$ cat src/rtl/bra_predictor_pkg.sv
// Shared definitions for the dynamic branch predictor.
package bra_predictor_pkg;

    // Branch opcode used by fetch to qualify f_valid.
    localparam logic [6:0] OP_BRA = 7'b1100011;

    // Predictor indexing modes.
    localparam int BP_MODE_BIMODAL = 0;
    localparam int BP_MODE_GSHARE  = 1;

    // Weakly-taken reset value for a w-bit counter: MSB set, rest clear.
    function automatic logic [31:0] bp_weak_taken(input int w);
        return 32'd1 << (w - 1);
    endfunction

endpackage

$ cat src/rtl/bra_predictor_sat_counter.sv
// Saturating up/down next-value logic; holds at all-ones going up and at zero going down.
module bp_sat_counter
    import bra_predictor_pkg::*;
#(
    parameter int W = 2
) (
    input  logic [W-1:0] cnt,
    input  logic         en,
    input  logic         up,
    output logic [W-1:0] nxt
);

    // Step toward the requested direction unless already at that end.
    always_comb begin
        nxt = cnt;
        if (en) begin
            if (up && (cnt != '1))
                nxt = cnt + 1'b1;
            else if (!up && (cnt != '0))
                nxt = cnt - 1'b1;
        end
    end

endmodule

$ cat src/rtl/bra_predictor.sv
// Dynamic branch predictor: bimodal or gshare pattern table, speculative GHR
// with checkpoint restore, and saturating resolved/mispredict counters.
module bra_predictor
    import bra_predictor_pkg::*;
#(
    parameter  int ENTRIES = 16,
    parameter  int CNT_W   = 2,
    parameter  int GHR_W   = 4,
    parameter  int MODE    = BP_MODE_BIMODAL,
    parameter  int PERF_W  = 32,
    localparam int IDX_W   = $clog2(ENTRIES)
) (
    input  logic              clk,
    input  logic              rst,
    input  logic              f_valid,
    input  logic [31:0]       f_pc,
    output logic              p_taken,
    output logic [IDX_W-1:0]  p_idx,
    output logic [GHR_W-1:0]  p_ghr,
    input  logic              r_valid,
    input  logic [IDX_W-1:0]  r_idx,
    input  logic [GHR_W-1:0]  r_ghr,
    input  logic              r_taken,
    input  logic              r_mispredict,
    output logic [PERF_W-1:0] perf_pred,
    output logic [PERF_W-1:0] perf_miss
);

    localparam logic [CNT_W-1:0] WEAK_TAKEN = CNT_W'(bp_weak_taken(CNT_W));

    logic [CNT_W-1:0]  tbl_q [ENTRIES];
    logic [CNT_W-1:0]  tbl_d [ENTRIES];
    logic [CNT_W-1:0]  upd_cnt;
    logic [GHR_W-1:0]  ghr_q, ghr_d;
    logic [PERF_W-1:0] perf_pred_q, perf_pred_d;
    logic [PERF_W-1:0] perf_miss_q, perf_miss_d;
    logic [IDX_W-1:0]  pcidx;
    logic              unused_pc;

    // Only the word-index bits of the PC select an entry.
    assign pcidx     = f_pc[IDX_W+1:2];
    assign unused_pc = ^{f_pc[31:IDX_W+2], f_pc[1:0]};

    // Zero-latency lookup; reads the table before any same-cycle update.
    assign p_idx   = (MODE == BP_MODE_GSHARE) ? (pcidx ^ IDX_W'(ghr_q)) : pcidx;
    assign p_taken = tbl_q[p_idx][CNT_W-1];
    assign p_ghr   = ghr_q;

    assign perf_pred = perf_pred_q;
    assign perf_miss = perf_miss_q;

    bp_sat_counter #(.W(CNT_W)) u_tbl_cnt (
        .cnt (tbl_q[r_idx]),
        .en  (r_valid),
        .up  (r_taken),
        .nxt (upd_cnt)
    );

    bp_sat_counter #(.W(PERF_W)) u_perf_pred (
        .cnt (perf_pred_q),
        .en  (r_valid),
        .up  (1'b1),
        .nxt (perf_pred_d)
    );

    bp_sat_counter #(.W(PERF_W)) u_perf_miss (
        .cnt (perf_miss_q),
        .en  (r_valid & r_mispredict),
        .up  (1'b1),
        .nxt (perf_miss_d)
    );

    // Train only the resolved entry.
    always_comb begin
        tbl_d = tbl_q;
        if (r_valid)
            tbl_d[r_idx] = upd_cnt;
    end

    // Mispredict restores from the branch's checkpoint and overrides any
    // wrong-path speculative shift; otherwise fetch shifts in its prediction.
    // Truncating {hist, bit} to GHR_W keeps the newest GHR_W bits and also
    // covers a one-bit history.
    always_comb begin
        ghr_d = ghr_q;
        if (r_valid && r_mispredict)
            ghr_d = GHR_W'({r_ghr, r_taken});
        else if (f_valid)
            ghr_d = GHR_W'({ghr_q, p_taken});
    end

    // Pattern table flops; reset to weakly taken.
    always_ff @(posedge clk or posedge rst) begin
        if (rst) begin
            for (int i = 0; i < ENTRIES; i++)
                tbl_q[i] <= WEAK_TAKEN;
        end else begin
            tbl_q <= tbl_d;
        end
    end

    // History and performance counter flops.
    always_ff @(posedge clk or posedge rst) begin
        if (rst) begin
            ghr_q       <= '0;
            perf_pred_q <= '0;
            perf_miss_q <= '0;
        end else begin
            ghr_q       <= ghr_d;
            perf_pred_q <= perf_pred_d;
            perf_miss_q <= perf_miss_d;
        end
    end

endmodule

$ cat config.mk
export PLATFORM = sky130hd
export DESIGN_NAME = bra_predictor
export DESIGN_NICKNAME = d
export VERILOG_FILES = /design/src/rtl/bra_predictor_pkg.sv /design/src/rtl/bra_predictor_sat_counter.sv /design/src/rtl/bra_predictor.sv
export SDC_FILE = /design/constraint.sdc
export NUM_CORES = 1
export LEC_CHECK = 0
export CAP_MARGIN = 5
export CORE_ASPECT_RATIO = 1.5
export CORE_MARGIN = 3
export CORE_UTILIZATION = 29
export DETAILED_ROUTE_END_ITERATION = 7
export PLACE_DENSITY_LB_ADDON = 0.3
export SYNTH_ARGS = -nofsm -noshare
export SYNTH_HDL_FRONTEND = slang
export SYNTH_HIERARCHICAL = 1
export SYNTH_SLANG_ARGS = --single-unit
export TNS_END_PERCENT = 50
$ cat constraint.sdc
create_clock -name clk -period 5.64 [get_ports clk]
set_input_delay 0.846 -clock clk [delete_from_list [all_inputs] [get_ports clk]]
set_output_delay 0.846 -clock clk [all_outputs]
set_load 0.02 [all_outputs]
==> metrics.txt <==
syn_area_per_cell 9.818 um2; Post-Synth XOR/XNOR Area 8.593%; CTS tree yes; area of the multi-input gates 3694 um2; DP Cell Count 993; initial core utilization 29.57%; area share of fa/ha/maj cells after synthesis 1.559%; initial antenna violation count 0; gr usage total 15.77%; worst-path maximum fanout 5; DR DRC count 0; final core utilization a little over a third; post-CTS setup buffers 0; H-tree Lvls 3; GRT Residual Overflow 0; P&R area growth vs syn 22.06%; share of cells above drive strength 1 between 10% and 20%; Leak 0.002967 uW; via count 5524; RSZ-0062 raised after global routing false; post-synthesis compound-gate area fraction around a tenth; DRT Pass-1 Iters 5; largest net degree at the start of global routing 61; core area 21720 um2; WL per Instance 18.42 um; worst slew pin tran just over 800 ps; top post-synthesis cells by count dfrtp_1 (84), xnor2_1 (53), nor2_1 (51), nand2_1 (44), nor3_1 (40); first-pass GRT wire length 30170 um; fin crit period between 3000 and 4000 ps; DP Wirelength 13610 um; critical path capture point type output port; simple-gate share of the synthesized area 24.98%; Final Routed Wirelength 18590 um; CTS clk-pin slew, worst paths 80 ps; Cell Area, Synth 6421 um2; count leader, synth dfrtp_1; Post-synth EDFFs 0; Die Wd 127.5 um; Max VDD drop 156.2 uV; Clock Latency Late Sink 370 ps; Ys Warns 6; Vias per Instance 5.475; Area contributors post-synth dfrtp_1 (33%), xnor2_1 (7.2%), dfstp_2 (6.5%); fillers 2199; slack of the critical path 1866 ps; achievable frequency 0.2650 GHz; Cell Rows 66; largest family of logic cells by synthesized area simple AND/OR/NAND/NOR gates; GPL Wtd Cong 0.8939; fraction of registers with async set/reset 100.0%; post-CTS sizing 0; Die H 188.2 um; Setup TNS 0 ps; CP startpoint kind input port; I/O Pins 119; maxcap violations 0; post-synth cell types 56; register area 2522 um2; Final Skew 8.249 ps; port bufs between 80 and 90; CP Class in -> out; Pwr Density 452.6 nW/um2; ant diodes 0; Layout Nets 786; Yosys top cell by area dfrtp_1; synthesized instance count 654; mux cell area share after synthesis between 10% and 20%; Hold WC Path Type reg -> reg; vias in the first global route 5653; Final Hold Fails 0; commonest register cell after synthesis dfrtp_1; max_slew headroom 45.18%; Crit path required time 4790 ps; hold-fix buffers at CTS 0; die area 24000 um2; pins over their slew limit 0; Placement Setup Slack 1561 ps; DRT antenna net count 0; status finished clean; CTS max path bufs 2; post-synthesis sequential area ratio 39.28%; Tcrit/Tclk final 66.91%; CTS Root Cell clkbuf_16; Clock Sinks 100; WP data arrival 2930 ps; #FFs+latches synth 100; initial drt markers approximately 370; final setup fails 0; Num CTS Buffers 9; non-filler instance count after layout 1009; Yosys top cell area share 32.74%
==> state kept, by name, summed over array words and instances, names as in the netlist <==
signal / cells
perf_pred: 32
p_ghr: 4
perf_miss: 32
tbl_q: 32
==> critical path: stages <==
cell and delay (ps):
clkdlybuf4s50_1 670, mux4_2 590, mux2i_1 160, mux2i_1 110, clkdlybuf4s50_1 550
==> layout make-up <==
class | count | share of cell area (%)
Timing Repair Buffer | 96 | 12.04
Sequential cell | 100 | 32.18
Clock buffer | 9 | 2.874
Tap cell | 272 | 4.342
Multi-Input combinational cell | 511 | 47.13
Clock inverter | 7 | 0.7344
Inverter | 14 | 0.7024
==> worst paths after layout <==
| kind | from | endpoint | slack (ps) | cells after the start |
|---|---|---|---|---|
| worst max-delay path | f_pc[2] | p_taken | 1870 | 5 |
| worst min-delay path | tbl_q[14] | tbl_q[14] | 500 | 1 |
| worst max register to register | perf_pred[1] | perf_pred[27] | 2900 | 8 |
| worst min register to register | tbl_q[14] | tbl_q[14] | 500 | 1 |
| max in group asynchronous | rst | tbl_q[25] | 3620 | 3 |
| min in group asynchronous | rst | perf_miss[1] | 980 | 2 |
==> logic make-up after synthesis <==
logic type      Yosys count
other cells               1
compound gates           93
flops                   100
fa+ha+maj                 8
buf+inv                  50
simple gates            286
mux                      53
xor+xnor                 63
==> routing by layer <==
layer	share of wire (%)	GRT usage (%)	routed length [um]	vias to the layer above
met5	0	0	0	-
met4	2.2	6.936	415	0
li1	-	-	-	2589
met2	53	27.87	9796	166
met3	4.0	2.864	738	30
met1	41	18.42	7636	2739
==> cells in the final DEF, fill, tap and decap left out, drive strengths merged, types with 8 or more instances in the layout <==
cell type / instances
or3: 10
dfrtp: 84
nand2b: 12
nand4: 10
dfstp: 16
nand4b: 8
and4: 10
xnor2: 53
nor4: 30
conb: 8
mux2: 32
inv: 16
mux4: 14
clkdlybuf4s50: 89
and3: 16
a41oi: 10
clkbuf: 9
or4: 8
nand3: 21
nor3: 40
o21ai: 26
a21oi: 16
xor2: 10
nor2: 51
ha: 8
nand2: 44
==> per-stage QoR <==
step | total power, uW | hold slack, ps | area (um2)
6_report | 3547 | 504.1 | 7838
2_1_floorplan | 2307 | 470.3 | 6447
3_5_place_dp | 2954 | 486.1 | 7555
3_3_place_gp | 2924 | 480.5 | 7555
4_1_cts | 3585 | 504.3 | 7838
5_1_grt | 3783 | 530.3 | 7838
==> where the power goes <==
| part | internal, uW | leakage, uW | switching, uW |
|---|---|---|---|
| clock network | 307 | 0.000140 | 302 |
| logic | 742 | 0.00158 | 754 |
| registers | 1020 | 0.00125 | 426 |
| total | 2070 | 0.00297 | 1480 |
(Power assumes the default switching activity.)
